$ cat src/rtl/g_reg_wb_ctrl_pkg.sv
// Shared register-file parameters for the write-back controller slice.
package g_reg_wb_ctrl_pkg;
    localparam int DEF_W_OPR   = 32;
    localparam int DEF_N_REG   = 32;
    localparam int DEF_W_RADDR = 5;
    localparam int DEF_N_REQ   = 3;
endpackage

$ cat src/rtl/g_reg_wb_ctrl_if.sv
// Issue, reservation and write-back bus between the controller and its neighbours.
interface g_reg_wb_ctrl_if
    import g_reg_wb_ctrl_pkg::*;
#(
    parameter int W_OPR   = DEF_W_OPR,
    parameter int N_REG   = DEF_N_REG,
    parameter int W_RADDR = DEF_W_RADDR,
    parameter int N_REQ   = DEF_N_REQ
);
    logic                     iss_valid_i;
    logic                     iss_rd_en_i;
    logic [W_RADDR-1:0]       iss_rd_i;
    logic [W_RADDR-1:0]       iss_rs1_i;
    logic [W_RADDR-1:0]       iss_rs2_i;
    logic                     iss_stall_o;
    logic [N_REG-1:0]         res_i;
    logic [N_REG-1:0]         w_reserve_o;
    logic [N_REQ-1:0]         req_valid_i;
    logic [N_REQ*W_RADDR-1:0] req_rd_i;
    logic [N_REQ*W_OPR-1:0]   req_data_i;
    logic [N_REQ-1:0]         req_ready_o;
    logic [N_REG-1:0]         wb_o;
    logic [W_OPR-1:0]         wb_data_o;
    logic                     wb_err_o;

    modport master (
        input  iss_valid_i, iss_rd_en_i, iss_rd_i, iss_rs1_i, iss_rs2_i,
        input  res_i, req_valid_i, req_rd_i, req_data_i,
        output iss_stall_o, w_reserve_o, req_ready_o, wb_o, wb_data_o, wb_err_o
    );

    modport slave (
        output iss_valid_i, iss_rd_en_i, iss_rd_i, iss_rs1_i, iss_rs2_i,
        output res_i, req_valid_i, req_rd_i, req_data_i,
        input  iss_stall_o, w_reserve_o, req_ready_o, wb_o, wb_data_o, wb_err_o
    );
endinterface

$ cat src/rtl/g_reg_wb_ctrl_arbiter.sv
// Combinational round-robin arbiter: search begins one past the last grant and wraps.
module g_rr_arbiter #(
    parameter int N     = 3,
    parameter int W_IDX = (N > 1) ? $clog2(N) : 1
) (
    input  logic [N-1:0]     req,
    input  logic [W_IDX-1:0] last,
    output logic [N-1:0]     gnt,
    output logic [W_IDX-1:0] gnt_idx,
    output logic             any
);
    int unsigned idx;

    always_comb begin
        gnt     = '0;
        gnt_idx = '0;
        any     = 1'b0;
        idx     = 0;
        for (int unsigned i = 1; i <= N; i++) begin
            idx = (int'(last) + i) % N;
            if (!any && req[idx]) begin
                any      = 1'b1;
                gnt[idx] = 1'b1;
                gnt_idx  = W_IDX'(idx);
            end
        end
    end
endmodule

$ cat src/rtl/g_reg_wb_ctrl.sv
// Write-back arbiter and issue scoreboard for the g_reg_cell register file:
// shares the single write port round-robin and gates issue on reserved cells.
module g_reg_wb_ctrl
    import g_reg_wb_ctrl_pkg::*;
#(
    parameter int W_OPR   = DEF_W_OPR,
    parameter int N_REG   = DEF_N_REG,
    parameter int W_RADDR = DEF_W_RADDR,
    parameter int N_REQ   = DEF_N_REQ
) (
    input logic            clk,
    input logic            reset,
    g_reg_wb_ctrl_if.master bus
);
    localparam int W_GIDX = (N_REQ > 1) ? $clog2(N_REQ) : 1;

    logic               hazard;
    logic               iss_stall;
    logic [N_REG-1:0]   w_reserve;

    logic [N_REQ-1:0]   arb_req;
    logic [N_REQ-1:0]   gnt;
    logic [W_GIDX-1:0]  gnt_idx;
    logic               any;
    logic [W_RADDR-1:0] sel_rd;
    logic [W_OPR-1:0]   sel_data;

    logic [W_GIDX-1:0]  last_d,    last_q;
    logic               wb_vld_d,  wb_vld_q;
    logic [W_RADDR-1:0] wb_rd_d,   wb_rd_q;
    logic [W_OPR-1:0]   wb_data_d, wb_data_q;
    logic               wb_err_d,  wb_err_q;
    logic [N_REG-1:0]   wb;

    // Hazard reads cell reservation state only; the reserve strobe is suppressed in reset.
    always_comb begin
        hazard    = bus.res_i[bus.iss_rs1_i] | bus.res_i[bus.iss_rs2_i]
                  | (bus.iss_rd_en_i & bus.res_i[bus.iss_rd_i]);
        iss_stall = bus.iss_valid_i & hazard;
        w_reserve = '0;
        if (reset && bus.iss_valid_i && bus.iss_rd_en_i && !iss_stall)
            w_reserve[bus.iss_rd_i] = 1'b1;
    end

    assign arb_req = bus.req_valid_i & {N_REQ{reset}};

    g_rr_arbiter #(
        .N     (N_REQ),
        .W_IDX (W_GIDX)
    ) u_arb (
        .req     (arb_req),
        .last    (last_q),
        .gnt     (gnt),
        .gnt_idx (gnt_idx),
        .any     (any)
    );

    always_comb begin
        sel_rd   = '0;
        sel_data = '0;
        for (int unsigned k = 0; k < N_REQ; k++) begin
            if (gnt[k]) begin
                sel_rd   = bus.req_rd_i[k*W_RADDR +: W_RADDR];
                sel_data = bus.req_data_i[k*W_OPR +: W_OPR];
            end
        end
    end

    always_comb begin
        last_d    = any ? gnt_idx : last_q;
        wb_vld_d  = any;
        wb_rd_d   = any ? sel_rd : wb_rd_q;
        wb_data_d = any ? sel_data : wb_data_q;
        wb_err_d  = wb_err_q | (any & ~bus.res_i[sel_rd]);
    end

    always_ff @(posedge clk or negedge reset) begin
        if (!reset) begin
            last_q    <= W_GIDX'(N_REQ - 1);
            wb_vld_q  <= 1'b0;
            wb_rd_q   <= '0;
            wb_data_q <= '0;
            wb_err_q  <= 1'b0;
        end else begin
            last_q    <= last_d;
            wb_vld_q  <= wb_vld_d;
            wb_rd_q   <= wb_rd_d;
            wb_data_q <= wb_data_d;
            wb_err_q  <= wb_err_d;
        end
    end

    always_comb begin
        wb = '0;
        if (wb_vld_q)
            wb[wb_rd_q] = 1'b1;
    end

    assign bus.iss_stall_o = iss_stall;
    assign bus.w_reserve_o = w_reserve;
    assign bus.req_ready_o = gnt;
    assign bus.wb_o        = wb;
    assign bus.wb_data_o   = wb_data_q;
    assign bus.wb_err_o    = wb_err_q;
endmodule
$ cat src/flat_wrapper.sv
// flat-port wrapper written by rule: the top's interface ports become plain ports
module g_reg_wb_ctrl_flat import g_reg_wb_ctrl_pkg::*;
#(
    parameter int W_OPR   = DEF_W_OPR,
    parameter int N_REG   = DEF_N_REG,
    parameter int W_RADDR = DEF_W_RADDR,
    parameter int N_REQ   = DEF_N_REQ
)
  (clk, reset, bus_iss_valid_i, bus_iss_rd_en_i, bus_iss_rd_i, bus_iss_rs1_i, bus_iss_rs2_i, bus_res_i, bus_req_valid_i, bus_req_rd_i, bus_req_data_i, bus_iss_stall_o, bus_w_reserve_o, bus_req_ready_o, bus_wb_o, bus_wb_data_o, bus_wb_err_o);
  g_reg_wb_ctrl_if #(.W_OPR(W_OPR), .N_REG(N_REG), .W_RADDR(W_RADDR), .N_REQ(N_REQ)) bus_i ();
  input logic clk;
  input logic reset;
  input wire logic [$bits(bus_i.iss_valid_i)-1:0] bus_iss_valid_i;
  input wire logic [$bits(bus_i.iss_rd_en_i)-1:0] bus_iss_rd_en_i;
  input wire logic [$bits(bus_i.iss_rd_i)-1:0] bus_iss_rd_i;
  input wire logic [$bits(bus_i.iss_rs1_i)-1:0] bus_iss_rs1_i;
  input wire logic [$bits(bus_i.iss_rs2_i)-1:0] bus_iss_rs2_i;
  input wire logic [$bits(bus_i.res_i)-1:0] bus_res_i;
  input wire logic [$bits(bus_i.req_valid_i)-1:0] bus_req_valid_i;
  input wire logic [$bits(bus_i.req_rd_i)-1:0] bus_req_rd_i;
  input wire logic [$bits(bus_i.req_data_i)-1:0] bus_req_data_i;
  output wire logic [$bits(bus_i.iss_stall_o)-1:0] bus_iss_stall_o;
  output wire logic [$bits(bus_i.w_reserve_o)-1:0] bus_w_reserve_o;
  output wire logic [$bits(bus_i.req_ready_o)-1:0] bus_req_ready_o;
  output wire logic [$bits(bus_i.wb_o)-1:0] bus_wb_o;
  output wire logic [$bits(bus_i.wb_data_o)-1:0] bus_wb_data_o;
  output wire logic [$bits(bus_i.wb_err_o)-1:0] bus_wb_err_o;
  assign bus_i.iss_valid_i = bus_iss_valid_i;
  assign bus_i.iss_rd_en_i = bus_iss_rd_en_i;
  assign bus_i.iss_rd_i = bus_iss_rd_i;
  assign bus_i.iss_rs1_i = bus_iss_rs1_i;
  assign bus_i.iss_rs2_i = bus_iss_rs2_i;
  assign bus_i.res_i = bus_res_i;
  assign bus_i.req_valid_i = bus_req_valid_i;
  assign bus_i.req_rd_i = bus_req_rd_i;
  assign bus_i.req_data_i = bus_req_data_i;
  assign bus_iss_stall_o = bus_i.iss_stall_o;
  assign bus_w_reserve_o = bus_i.w_reserve_o;
  assign bus_req_ready_o = bus_i.req_ready_o;
  assign bus_wb_o = bus_i.wb_o;
  assign bus_wb_data_o = bus_i.wb_data_o;
  assign bus_wb_err_o = bus_i.wb_err_o;
  g_reg_wb_ctrl #(.W_OPR(W_OPR), .N_REG(N_REG), .W_RADDR(W_RADDR), .N_REQ(N_REQ)) u_core (.clk(clk), .reset(reset), .bus(bus_i));
endmodule
$ cat config.mk
export PLATFORM = sky130hd
export DESIGN_NAME = g_reg_wb_ctrl_flat
export DESIGN_NICKNAME = d
export VERILOG_FILES = /design/src/rtl/g_reg_wb_ctrl_pkg.sv /design/src/rtl/g_reg_wb_ctrl_if.sv /design/src/rtl/g_reg_wb_ctrl_arbiter.sv /design/src/rtl/g_reg_wb_ctrl.sv /design/src/flat_wrapper.sv
export SDC_FILE = /design/constraint.sdc
export NUM_CORES = 1
export LEC_CHECK = 0
export CAP_MARGIN = 5
export CORE_MARGIN = 3
export CORE_UTILIZATION = 35
export CTS_BUF_LIST = sky130_fd_sc_hd__clkbuf_8
export CTS_CLUSTER_DIAMETER = 150
export DETAILED_ROUTE_END_ITERATION = 8
export GPL_TIMING_DRIVEN = 0
export PLACE_DENSITY_LB_ADDON = 0.15
export SKIP_CTS_REPAIR_TIMING = 1
export SYNTH_ARGS = -nofsm -noshare
export SYNTH_HDL_FRONTEND = slang
export SYNTH_SLANG_ARGS = --single-unit
$ cat constraint.sdc
create_clock -name clk -period 6.7 [get_ports clk]
set_input_delay 2.01 -clock clk [delete_from_list [all_inputs] [get_ports clk]]
set_output_delay 2.01 -clock clk [all_outputs]
set_load 0.02 [all_outputs]
# Word level (Yosys, flattened, before mapping)

Index checks and enable logic that the tools add are counted.

Output and inout bits: 101
Word-level logic and storage cells: 88
Bits of input ports: 165
Register bits: 41

Bitwise gates (word level): 10
Divide/modulo/power cells: 3
Mux-type cells: 41
$add $sub $neg: 3
Reductions and logical operators: 13
$lt $le $gt $ge: 13

Operators by type and width:

| operator                                                     | number |
|---|---|
| 2-to-1 mux 32 bit                                            | 5 |
| >= comparator 32 x 1 -> 1 bit (second input constant)        | 3 |
| less-than comparator 32 x 3 -> 1 bit (second input constant) | 3 |
| modulo 32 x 2 -> 32 bit (second input constant)              | 3 |
| less-than comparator 5 x 6 -> 1 bit (second input constant)  | 5 |
| binary-select mux 1 bit (select 5 bit)                       | 4 |
| 2-to-1 mux 1 bit                                             | 15 |
| 2-to-1 mux 5 bit                                             | 3 |
| demux 1 bit (select 5 bit)                                   | 2 |
| >= comparator 5 x 1 -> 1 bit (second input constant)         | 2 |
| logical AND 1 bit                                            | 10 |
| 2-to-1 mux 3 bit                                             | 3 |
| adder 2 x 2 -> 3 bit (second input constant)                 | 2 |
| binary-select mux 1 bit (select 2 bit)                       | 3 |
| demux 1 bit (select 2 bit)                                   | 3 |
| 2-to-1 mux 2 bit                                             | 3 |
| OR 3 bit                                                     | 2 |
| adder 2 x 1 -> 3 bit (second input constant)                 | 1 |
| bitwise AND 1 bit                                            | 3 |
| bitwise AND 3 bit                                            | 1 |
| zero test 1 bit                                              | 3 |
| OR 1 bit                                                     | 3 |
| NOT 1 bit                                                    | 1 |

# Logic depth before layout (Yosys ltp)

Gate-level depths: netlist of the first run.

Word-level depth: 19
Mapped depth: 14
Mapped depth without buffers: 12

# Modules after synthesis

A second synthesis of the first run with hierarchy kept.

Cell total of the unflattened synthesis: 469
Area, all modules: 4129.0 µm²

Modules (own cells, without submodules):

| module        | instances | seq. area each (µm²) | area each (µm²) | cells each |
|---|---|---|---|---|
| g_reg_wb_ctrl | 1         | 1027.2               | 3847.4          | 429 |
| g_rr_arbiter  | 1         | 0.0                  | 281.5           | 40 |

# Worst setup path after synthesis of the first run

No wires, ideal clock.

Kind: in2out
Start: in bus_iss_rs2_i[0]
End: out bus_w_reserve_o[0]
Path buffers: 2
Arrival time: 4435 ps
Data required time: 4690 ps
Stages on the path: 9
Slack: 255 ps
Path through: clkbuf_1 > mux4_2 > mux4_2 > mux2i_1 > nand3_1 > nor3_1 > nand2b_1 > clkbuf_1 > nor2_1

Cells in the longest elaborated chain, start to end: 8

Ends and longest elaborated chain:

| what                                   | RTL line            | text |
|---|---|---|
| start: declaration                     | flat_wrapper.sv:17  | `input wire logic [$bits(bus_i.iss_rs2_i)-1:0] bus_iss_rs2_i;` |
| binary-select mux 1 bit (select 5 bit) | g_reg_wb_ctrl.sv:37 | `hazard = bus.res_i[bus.iss_rs1_i] \| bus.res_i[bus.iss_rs2_i]` |
| 2-to-1 mux 1 bit (not written as such) | g_reg_wb_ctrl.sv:37 |  |
| OR 1 bit                               | g_reg_wb_ctrl.sv:37 |  |
| OR 1 bit                               | g_reg_wb_ctrl.sv:38 | `\| (bus.iss_rd_en_i & bus.res_i[bus.iss_rd_i]);` |
| bitwise AND 1 bit                      | g_reg_wb_ctrl.sv:39 | `iss_stall = bus.iss_valid_i & hazard;` |
| zero test 1 bit                        | g_reg_wb_ctrl.sv:41 | `if (reset && bus.iss_valid_i && bus.iss_rd_en_i && !iss_stall)` |
| logical AND 1 bit                      | g_reg_wb_ctrl.sv:41 |  |
| 2-to-1 mux 32 bit                      | g_reg_wb_ctrl.sv:41 |  |
| end: declaration                       | flat_wrapper.sv:23  | `output wire logic [$bits(bus_i.w_reserve_o)-1:0] bus_w_reserve_o;` |

No other way between the ends. The select of a mux whose other input is x is not followed.

# Worst setup path in the final report of the first run

Start: in bus_res_i[27]
End: out bus_w_reserve_o[24]

Cells in the longest elaborated chain, start to end: 8
Elaborated cells between the ends (all ways): 13
Those cells by class: mux (7); bitwise (4); reduce/logical (2)

Ends and longest elaborated chain:

| what                                                             | RTL line                                 | text |
|---|---|---|
| start: declaration                                               | flat_wrapper.sv:18                       | `input wire logic [$bits(bus_i.res_i)-1:0] bus_res_i;` |
| binary-select mux 1 bit (select 5 bit), on equally long branches | g_reg_wb_ctrl.sv:37, g_reg_wb_ctrl.sv:38 |  |
| 2-to-1 mux 1 bit, on equally long branches                       | g_reg_wb_ctrl.sv:37, g_reg_wb_ctrl.sv:38 |  |
| OR 1 bit or bitwise AND 1 bit (tied branches)                    | g_reg_wb_ctrl.sv:37, g_reg_wb_ctrl.sv:38 |  |
| OR 1 bit *                                                       | g_reg_wb_ctrl.sv:38                      |  |
| bitwise AND 1 bit *                                              | g_reg_wb_ctrl.sv:39                      |  |
| zero test 1 bit *                                                | g_reg_wb_ctrl.sv:41                      |  |
| logical AND 1 bit *                                              | g_reg_wb_ctrl.sv:41                      |  |
| 2-to-1 mux 32 bit *                                              | g_reg_wb_ctrl.sv:41                      |  |

Mark *: on every way between the ends. The rest lies on a longest branch, timed or not. The select of a mux whose other input is x is not followed.

==> impl_metrics.json, run 1 <==
{
  "fp.dieW_microns": 115,
  "yosys.cell_count.top_type": "nor2_1",
  "synth_edf_count": 0,
  "start_util_pct": 36.0,
  "cts_tree": "yes",
  "hp-class": "reg -> reg",
  "clk_latency_ps": 300,
  "yosysWarnings": 0,
  "synthesis.area_sq_um": 4130,
  "post-route-min-period_ps": 6620,
  "grt_pass1_vias": 5132,
  "crit_path_end_kind": "output port",
  "dr.pass1.iters": 4,
  "timing.rr.start": "u_core.last_q[1]$_DFFE_PN1P_",
  "path_cells": "clkdlybuf4s50_1, mux4_2, mux4_2, mux2i_1, nand3_1, nor3_2, nand2b_2, nor2_1, dlymetal6s2s_1",
  "crit_start": "bus_res_i[27]",
  "ant_nets": 0,
  "core_area_sq_um": 11500,
  "grt_start_max_net_pins": 35,
  "power_frac_seq_pct": 18.0,
  "path_class": "in -> out",
  "seq_area_sq_um": 1030,
  "syn_to_final_growth_pct": 71.6,
  "drt-total-wl_mm": 16.8,
  "grt_pass1_wl_mm": 26.2,
  "multi_input_area_sq_um": 2930,
  "ys_ff_latch": 41,
  "finalHoldViolCount": 0,
  "cts.path.max_buffers": 2,
  "vias": 5003,
  "synth-async-reset-ratio_pct": 100,
  "path_delay_family": "multiplexers",
  "stdcell_area_sq_um": 7090,
  "crit_required_ps": 4690,
  "drive_gt1_share_pct": 13.5,
  "hpwl_mm": 13.8,
  "finalCritPeriodShare_pct": 98.9,
  "post_synth_main_area_contributors": "dfrtp_1 (24%), mux4_2 (15%), nor2_1 (6.5%), a22oi_1 (5.8%), and3_1 (4.8%)",
  "first_iter_violations": 294,
  "maxSlewViolCount": 0,
  "htreeDepth": 2,
  "cts_sinks": 41,
  "yosysTopAreaCell": "dfrtp_1",
  "hold_start": "u_core.bus.wb_data_o[13]$_DFFE_PN0P_",
  "drcViolationCount": 0,
  "placed_cell_area_sq_um": 6930,
  "pin_count": 266,
  "skew_ps": 12.3,
  "outcome": "finished clean",
  "p_leak_nw": 3.06,
  "p_switching_mw": 1.16,
  "synth_top_area_share_pct": 24.2,
  "critPathLaunchType": "primary input",
  "globalRouteOverflowTotal": 0,
  "numPortBuffers": 260,
  "arrival_ps": 4610,
  "critPathBufInv": 2,
  "vdd_drop_max_v": 0.000230,
  "synthCells": 479,
  "clk_pin_slew_worst_paths_ps": 80,
  "num-fill-cells": 1054,
  "vias_per_cell": 5.63,
  "numCtsBuffers": 5,
  "cpMostUsedCell": "mux4_2",
  "p_clk_share_pct": 9.8,
  "worst_slew_pin_slew_ps": 686,
  "powerDensity_nw_per_um2": 347,
  "synth_common_cells": "nor2_1 (72), dfrtp_1 (40), o21ai_0 (40)",
  "fmax_ghz": 0.151,
  "setup-violations-final": 0,
  "syn-num-nets": 648,
  "pwr-share-comb_pct": 72.2,
  "crit_slowest_cell": "mux4_2",
  "internal-power_mw": 1.30,
  "finalSetupTns_ps": 0,
  "place.gp.congestion": 0.899,
  "maxCapViolations": 0,
  "row_count": 39,
  "netlist-cell-type-count": 66,
  "ys_seq_area_share_pct": 24.9,
  "dieArea_sq_um": 13100,
  "slowest_delay_ps": 510,
  "clk_root_buffer_cell": "clkbuf_8",
  "yosys_most_used_dff": "dfrtp_1",
  "relSlewSlack_pct": 54.0,
  "diodes": 0,
  "grt_use_total_pct": 24.6,
  "post-route-util_pct": 61.8,
  "fin_nets": 914,
  "swShare_pct": 47.2,
  "path_max_fanout": 8,
  "die_h_microns": 115,
  "dp_slack_ps": -869,
  "antenna_found_initial": 0,
  "wl_per_cell_microns": 18.9,
  "avgSynthCellArea_sq_um": 8.62,
  "fin_ws_ps": 75.9
}
==> through the flow <==
step	power, mW	hold slack, ps	std cells
2_1_floorplan	1.56	496	479
3_3_place_gp	2.17	467	882
3_5_place_dp	2.21	492	883
4_1_cts	2.46	511	891
5_1_grt	2.66	537	889
6_report	2.46	511	889
==> path summary, 6_finish.rpt <==
path,end,slack (ps),cells after the start
max,bus_w_reserve_o[24],80,9
min in group asynchronous,u_core.bus.wb_data_o[7]$_DFFE_PN0P_,1590,1
max in group asynchronous,u_core.last_q[1]$_DFFE_PN1P_,4620,2
min reg2reg,u_core.bus.wb_data_o[13]$_DFFE_PN0P_,510,2
min,u_core.bus.wb_data_o[13]$_DFFE_PN0P_,510,2
max reg2reg,u_core.bus.wb_err_o$_DFF_PN0_,2960,10
==> layout make-up <==
type,instances,area share (%)
Multi-Input combinational cell,387,41.4
Clock inverter,3,0.918
Tap cell,143,2.53
Clock buffer,5,0.971
Buffer,36,2.58
Sequential cell,41,14.5
Inverter,12,0.636
Timing Repair Buffer,262,36.5
==> state kept, by name, indices dropped and copies added (netlist names) <==
name / cells
u_core.wb_rd_q: 5
u_core.bus.wb_err_o: 1
u_core.last_q: 2
u_core.bus.wb_data_o: 32
u_core.wb_vld_q: 1
==> cell families (layout without fill, tap and decap cells) <==
logic type | Yosys count | count (layout) | share of synthesized area (%)
muxes | 46 | 46 | 20.0
DFF | 41 | 41 | 24.9
and+or+nand+nor | 182 | 182 | 22.5
adders and majority gates | 4 | 4 | 1.21
AOI/OAI and AO/OA | 155 | 155 | 26.2
buffers and inverters | 51 | 318 | 5.27
==> tightest hold or removal path, cell delays in order (launching register included) <==
cell	delay [ps]
dfrtp_1	350
a22oi_1	60
o21ai_0	70
==> per-layer routing <==
metal	share of wire, %	vias up	track usage [%]
met5	0	-	0
met4	1.9	0	6.18
met3	7.1	23	4.28
met2	50	214	41.8
met1	41	2403	32.5
li1	-	2363	-
==> power by group through the flow <==
stage	combinational, mW	sequential (mW)	clock [mW]
after detailed placement	1.76	0.446	0
final	1.78	0.444	0.240
after global placement	1.73	0.443	0
after floorplan	1.01	0.553	0
after CTS	1.77	0.443	0.247
after global routing	1.94	0.458	0.259
==> cell usage in the layout, fill, tap and decap left out, types with 4 or more instances in the layout <==
master | Yosys | layout
a22oi_1 | 32 | 32
mux4_2 | 28 | 28
a211oi_1 | 5 | 5
clkbuf_1 | 28 | 21
nor2_1 | 72 | 70
clkbuf_2 | 0 | 21
o21ai_0 | 40 | 40
mux2i_1 | 12 | 12
a21oi_1 | 35 | 35
nand3_1 | 7 | 6
nand2_1 | 27 | 26
clkdlybuf4s50_1 | 0 | 224
dlymetal6s2s_1 | 0 | 18
nand2b_1 | 8 | 7
mux2_2 | 4 | 4
dfrtp_1 | 40 | 40
or3b_2 | 5 | 5
clkbuf_8 | 0 | 5
clkbuf_4 | 0 | 4
ha_1 | 4 | 4
inv_1 | 11 | 11
o211ai_1 | 10 | 10
and3_1 | 32 | 32
nand3b_1 | 11 | 11
Power figures use the tool's default switching activity.
==> run 2: changes to the inputs <==
--- a/config.mk
+++ b/config.mk
@@ -5,6 +5,7 @@
 export SDC_FILE = /design/constraint.sdc
 export NUM_CORES = 1
 export LEC_CHECK = 0
+export ABC_AREA = 1
 export CAP_MARGIN = 5
 export CORE_MARGIN = 3
 export CORE_UTILIZATION = 35
@@ -16,4 +17,5 @@
 export SKIP_CTS_REPAIR_TIMING = 1
 export SYNTH_ARGS = -nofsm -noshare
 export SYNTH_HDL_FRONTEND = slang
+export SYNTH_HIERARCHICAL = 1
 export SYNTH_SLANG_ARGS = --single-unit
==> run 2 against run 1 <==
  * First-iteration DRC count increased by 23%
  * Sequential cell count is the same
  * Combinational power is 29% higher
  * Sequential share of layout area shrank 0.83 points
  * Sequential power grew 1%
  * Critical path depth grew 5
  * Non-clock buffer count up 4
  * Setup slack improved by 73 ps
  * Maximum frequency grew 1.1%
  * Hold slack got worse by 28 ps
  * Total power rose by 19%
  * Clock power shrank 18%
  * Critical path type unchanged
  * Critical endpoint is now bus_w_reserve_o[21]
  * Largest cell class unchanged
==> impl_metrics.json, run 2 <==
{
  "outcome": "finished clean",
  "ant_nets": 0,
  "numCtsBuffers": 5,
  "largest_reg_flops": 32,
  "arrival_ps": 4540,
  "dieArea_sq_um": 14300,
  "yosys.cell_count.top_type": "nand2_1",
  "synth_top_area_share_pct": 24.1,
  "hpwl_mm": 15.7,
  "pin_count": 266,
  "wl_per_cell_microns": 15.5,
  "htreeDepth": 2,
  "dr.pass1.iters": 5,
  "avgSynthCellArea_sq_um": 5.61,
  "start_util_pct": 36.7,
  "stdcell_area_sq_um": 7520,
  "syn_to_final_growth_pct": 66.5,
  "drive_gt1_share_pct": 5.77,
  "final_common_cell": "nand2_1",
  "row_count": 40,
  "path_class": "in -> out",
  "place.gp.congestion": 0.955,
  "hp-class": "reg -> reg",
  "synth_common_cells": "nand2_1 (290), nand3_1 (110), inv_1 (73)",
  "ys_ff_latch": 41,
  "crit_path_end_kind": "output port",
  "fmax_ghz": 0.153,
  "grt_pass1_wl_mm": 29.8,
  "skew_ps": 6.50,
  "antenna_found_initial": 0,
  "maxCapViolations": 0,
  "yosysTopAreaCell": "nand2_1",
  "p_leak_nw": 3.72,
  "finalHoldViolCount": 0,
  "grt_pass1_vias": 5790,
  "vias_per_cell": 4.95,
  "fp.dieW_microns": 120,
  "cts_sinks": 41,
  "yosysWarnings": 6,
  "fin_ws_ps": 149,
  "post-route-min-period_ps": 6550,
  "clk_root_buffer_cell": "clkbuf_8",
  "netlist-cell-type-count": 36,
  "finalCritPeriodShare_pct": 97.8,
  "synth-async-reset-ratio_pct": 100,
  "r2r_end": "u_core/bus.wb_err_o$_DFF_PN0_",
  "ys_seq_area_share_pct": 22.8,
  "hold_start": "u_core/bus.wb_data_o[31]$_DFFE_PN0P_",
  "powerDensity_nw_per_um2": 390,
  "globalRouteOverflowTotal": 0,
  "vdd_drop_max_v": 0.000274,
  "fin_nets": 1243,
  "vias": 6147,
  "synthCells": 804,
  "core_area_sq_um": 12300,
  "grt_use_total_pct": 25.5,
  "yosys_most_used_dff": "dfrtp_1",
  "final_cell_mix": "nand2_1 (290), clkdlybuf4s50_1 (241), nand3_1 (110), inv_1 (73), nor2_1 (71)",
  "timing.rr.start": "u_core/last_q[1]$_DFFE_PN1P_",
  "crit_required_ps": 4690,
  "cts.path.max_buffers": 2,
  "cts_tree": "yes",
  "grt_start_max_net_pins": 39,
  "whs_endpoint": "u_core/bus.wb_data_o[31]$_DFFE_PN0P_",
  "first_iter_violations": 361,
  "r2r_setup_slack_ps": 3590,
  "synth_edf_count": 0,
  "die_h_microns": 120,
  "clk_latency_ps": 290,
  "clk_pin_slew_worst_paths_ps": 80,
  "placed_cell_area_sq_um": 7360,
  "dp_slack_ps": 13.1,
  "setup-violations-final": 0,
  "drcViolationCount": 0,
  "post_synth_main_area_contributors": "nand2_1 (24%), dfrtp_1 (22%), nand3_1 (12%), a21oi_1 (7.5%), inv_1 (6.1%)",
  "whs_path_depth": 2,
  "critPathLaunchType": "primary input",
  "worst_slew_pin_slew_ps": 700,
  "numPortBuffers": 262,
  "drt-total-wl_mm": 19.2,
  "syn-num-nets": 973,
  "relSlewSlack_pct": 53.2,
  "path_max_fanout": 10,
  "crit_start": "bus_iss_rs1_i[0]",
  "maxSlewViolCount": 0,
  "rr_worst_depth": 16,
  "synthesis.area_sq_um": 4510,
  "diodes": 0
}
run 2: cells by family (layout without fill, tap and decap cells):
group / Yosys count / count (layout) / synth area share (%)
adders and majority gates: 4 / 4 / 1.11
AOI/OAI and AO/OA: 137 / 137 / 16.4
buffers and inverters: 123 / 393 / 12.1
DFF: 41 / 41 / 22.8
and+or+nand+nor: 499 / 499 / 47.7
run 2: cell type report:
cell class	instances	area (sq um)
flip-flops and latches	41	1030
plain buffers	39	223
clock buffers	5	68.8
well taps	168	210
fillers	1224	4800
clock inverters	2	35.0
multi-input cells	640	2940
repair buffers	263	2690
inverters	84	322
run 2: critical path: stages:
cell and delay, ps:
clkdlybuf4s50_1 430, inv_1 130, buf_2 230, nand2_1 80, nand3_1 70, nand3_1 90
nand3_1 100, nand3_1 60, nand2_1 150, nand2_4 90, nor2_8 170, nand3_4 140
nor2_1 140, clkdlybuf4s50_1 620
run 2: metrics by stage:
stage | TNS, ps | util (%) | instances | hold slack [ps] | total power, mW
floorplan | 0 | - | 804 | 462 | 1.95
finish | 0 | 61.0 | 1242 | 484 | 2.93
CTS | 0 | 60.6 | 1242 | 488 | 2.94
detailed placement | 0 | 59.8 | 1235 | 465 | 2.73
global placement | -33050 | 59.7 | 1234 | 463 | 2.71
global route | -29.7 | 61.0 | 1242 | 506 | 3.24
run 2: power breakdown:
part / internal (mW) / leakage (nW) / switching (mW)
combinational: 0.849 / 3.15 / 1.44
sequential: 0.378 / 0.510 / 0.0705
clock: 0.108 / 0.0540 / 0.0871
total: 1.34 / 3.72 / 1.60
run 2: metal layers:
| layer | part of all wire [%] | routed length [microns] | vias up | track usage (%) |
|---|---|---|---|---|
| li1 | - | - | 3112 | - |
| met1 | 40 | 7670 | 2751 | 30.8 |
| met2 | 49 | 9490 | 269 | 46.3 |
| met3 | 9.7 | 1870 | 15 | 6.79 |
| met4 | 0.92 | 176 | 0 | 3.87 |
| met5 | 0 | 0 | - | 0 |
run 2: worst max path at each step:
stage / cells past startpoint / to
floorplan: 13 / bus_w_reserve_o[0]
global placement: 6 / bus_w_reserve_o[12]
detailed placement: 14 / bus_w_reserve_o[12]
CTS: 14 / bus_w_reserve_o[12]
global route: 14 / bus_w_reserve_o[21]
finish: 14 / bus_w_reserve_o[21]
==> run 3: changes to the inputs <==
--- a/config.mk
+++ b/config.mk
@@ -12,6 +12,7 @@
 export CTS_BUF_LIST = sky130_fd_sc_hd__clkbuf_8
 export CTS_CLUSTER_DIAMETER = 150
 export DETAILED_ROUTE_END_ITERATION = 8
+export GPL_ROUTABILITY_DRIVEN = 0
 export GPL_TIMING_DRIVEN = 0
 export PLACE_DENSITY_LB_ADDON = 0.15
 export SKIP_CTS_REPAIR_TIMING = 1
==> run 3 against run 2 <==
  * Final area grew 0.12%
  * Global-route usage decreased by 0.23 points
  * Clock power is 8% higher
  * Via count hardly changed
  * Non-clock buffer count did not move
  * Wire length decreased by 2.4%
  * Total power about the same
==> impl_metrics.json, run 3 (synthesis results as in run 2) <==
{
  "outcome": "finished clean",
  "whs_path_depth": 2,
  "worst_slew_pin_slew_ps": 704,
  "placed_cell_area_sq_um": 7360,
  "diodes": 0,
  "grt_pass1_vias": 5972,
  "final_cell_mix": "nand2_1 (290), clkdlybuf4s50_1 (244), nand3_1 (110), inv_1 (73), nor2_1 (71)",
  "largest_reg_flops": 32,
  "grt_use_total_pct": 25.3,
  "antenna_found_initial": 0,
  "clk_pin_slew_worst_paths_ps": 70,
  "hp-class": "reg -> reg",
  "r2r_setup_slack_ps": 3550,
  "powerDensity_nw_per_um2": 390,
  "dp_slack_ps": 48.3,
  "dieArea_sq_um": 14300,
  "syn_to_final_growth_pct": 66.7,
  "hold_start": "u_core/bus.wb_data_o[8]$_DFFE_PN0P_",
  "numPortBuffers": 262,
  "fin_cells": 1243,
  "post-route-min-period_ps": 6550,
  "relSlewSlack_pct": 52.9,
  "finalSetupTns_ps": 0,
  "timing.rr.start": "u_core/last_q[1]$_DFFE_PN1P_",
  "drcViolationCount": 0,
  "finalHoldViolCount": 0,
  "row_count": 40,
  "vias": 6149,
  "ant_nets": 0,
  "arrival_ps": 4540,
  "first_iter_violations": 361,
  "critPathLaunchType": "primary input",
  "dr.pass1.iters": 5,
  "skew_ps": 10.4,
  "cts.path.max_buffers": 2,
  "fin_nets": 1243,
  "cts_tree": "yes",
  "htreeDepth": 2,
  "fmax_ghz": 0.153,
  "clk_root_buffer_cell": "clkbuf_8",
  "drt-total-wl_mm": 18.7,
  "fp.dieW_microns": 120,
  "numCtsBuffers": 5,
  "fin_ws_ps": 145,
  "stdcell_area_sq_um": 7520,
  "start_util_pct": 36.7,
  "crit_required_ps": 4690,
  "num-fill-cells": 1249,
  "setup-violations-final": 0,
  "drive_gt1_share_pct": 5.86,
  "crit_path_end_kind": "output port",
  "dp.cells": 1235,
  "hpwl_mm": 15.4,
  "grt_pass1_wl_mm": 29.5,
  "rr_worst_depth": 16,
  "whs_endpoint": "u_core/bus.wb_data_o[8]$_DFFE_PN0P_",
  "maxCapViolations": 0,
  "pin_count": 266,
  "path_max_fanout": 10,
  "path_class": "in -> out",
  "vias_per_cell": 4.95,
  "post-route-util_pct": 61.1,
  "finalCritPeriodShare_pct": 97.8,
  "cts_sinks": 41,
  "r2r_end": "u_core/bus.wb_err_o$_DFF_PN0_",
  "clk_latency_ps": 290,
  "final_common_cell": "nand2_1",
  "p_leak_nw": 3.65,
  "wl_per_cell_microns": 15.1,
  "grt_start_max_net_pins": 39,
  "core_area_sq_um": 12300,
  "die_h_microns": 120,
  "vdd_drop_max_v": 0.000310,
  "globalRouteOverflowTotal": 0,
  "maxSlewViolCount": 0
}
[run 3: cell types whose count changed in the layout (fill, tap and decap cells not counted)]
| cell | delta |
|---|---|
| clkbuf_8 | +1 |
| clkdlybuf4s50_1 | +3 |
| clkinv_2 | -1 |
| clkinvlp_4 | +1 |
| dlymetal6s2s_1 | -3 |
[run 3: critical path, stage by stage]
cell	delay [ps]
clkdlybuf4s50_1	430
inv_1	120
buf_2	230
nand2_1	70
nand3_1	80
nand3_1	100
nand3_1	90
nand3_1	60
nand2_1	150
nand2_4	100
nor2_8	170
nand3_4	150
nor2_1	150
clkdlybuf4s50_1	630
[run 3: area by class of cell]
| cell class | count | area (sq um) | share of cell area [%] |
|---|---|---|---|
| inverter | 84 | 322 | 4.27 |
| timing repair buffer | 263 | 2680 | 35.6 |
| sequential | 41 | 1030 | 13.7 |
| tap | 168 | 210 | 2.79 |
| clock inverter | 2 | 37.5 | 0.499 |
| clock buffer | 6 | 82.6 | 1.10 |
| multi-input combinational | 640 | 2940 | 39.1 |
| buffer | 39 | 223 | 2.96 |
[run 3: how the worst max path moves through the flow]
stage,from,end,slack [ps],cells past startpoint
2_1_floorplan,bus_iss_rs2_i[0],bus_w_reserve_o[0],1290,13
3_3_place_gp,reset,bus_w_reserve_o[12],-1120,6
3_5_place_dp,bus_iss_rs1_i[0],bus_w_reserve_o[12],50,14
4_1_cts,bus_iss_rs1_i[0],bus_w_reserve_o[12],40,14
5_1_grt,bus_iss_rs1_i[0],bus_w_reserve_o[9],-40,14
6_report,bus_iss_rs1_i[0],bus_w_reserve_o[9],150,14
[run 3: layer usage]
layer | share of wire (%) | vias to the layer above | track usage, %
li1 | - | 3116 | -
met1 | 39 | 2724 | 29.4
met2 | 48 | 274 | 44.2
met3 | 10 | 35 | 8.06
met4 | 2.8 | 0 | 7.95
met5 | 0 | - | 0
[run 3: power breakdown]
group	switching (mW)	leakage [nW]	internal (mW)	total (mW)
registers	0.0703	0.510	0.378	0.449
clock network	0.0909	0.0574	0.121	0.212
logic	1.43	3.08	0.849	2.28
total	1.59	3.65	1.35	2.94
[run 3: per-stage QoR]
stage	power, mW	hold slack [ps]
5_1_grt	3.27	500
3_3_place_gp	2.69	463
4_1_cts	2.94	488
6_report	2.94	482
2_1_floorplan	1.95	462
3_5_place_dp	2.72	465
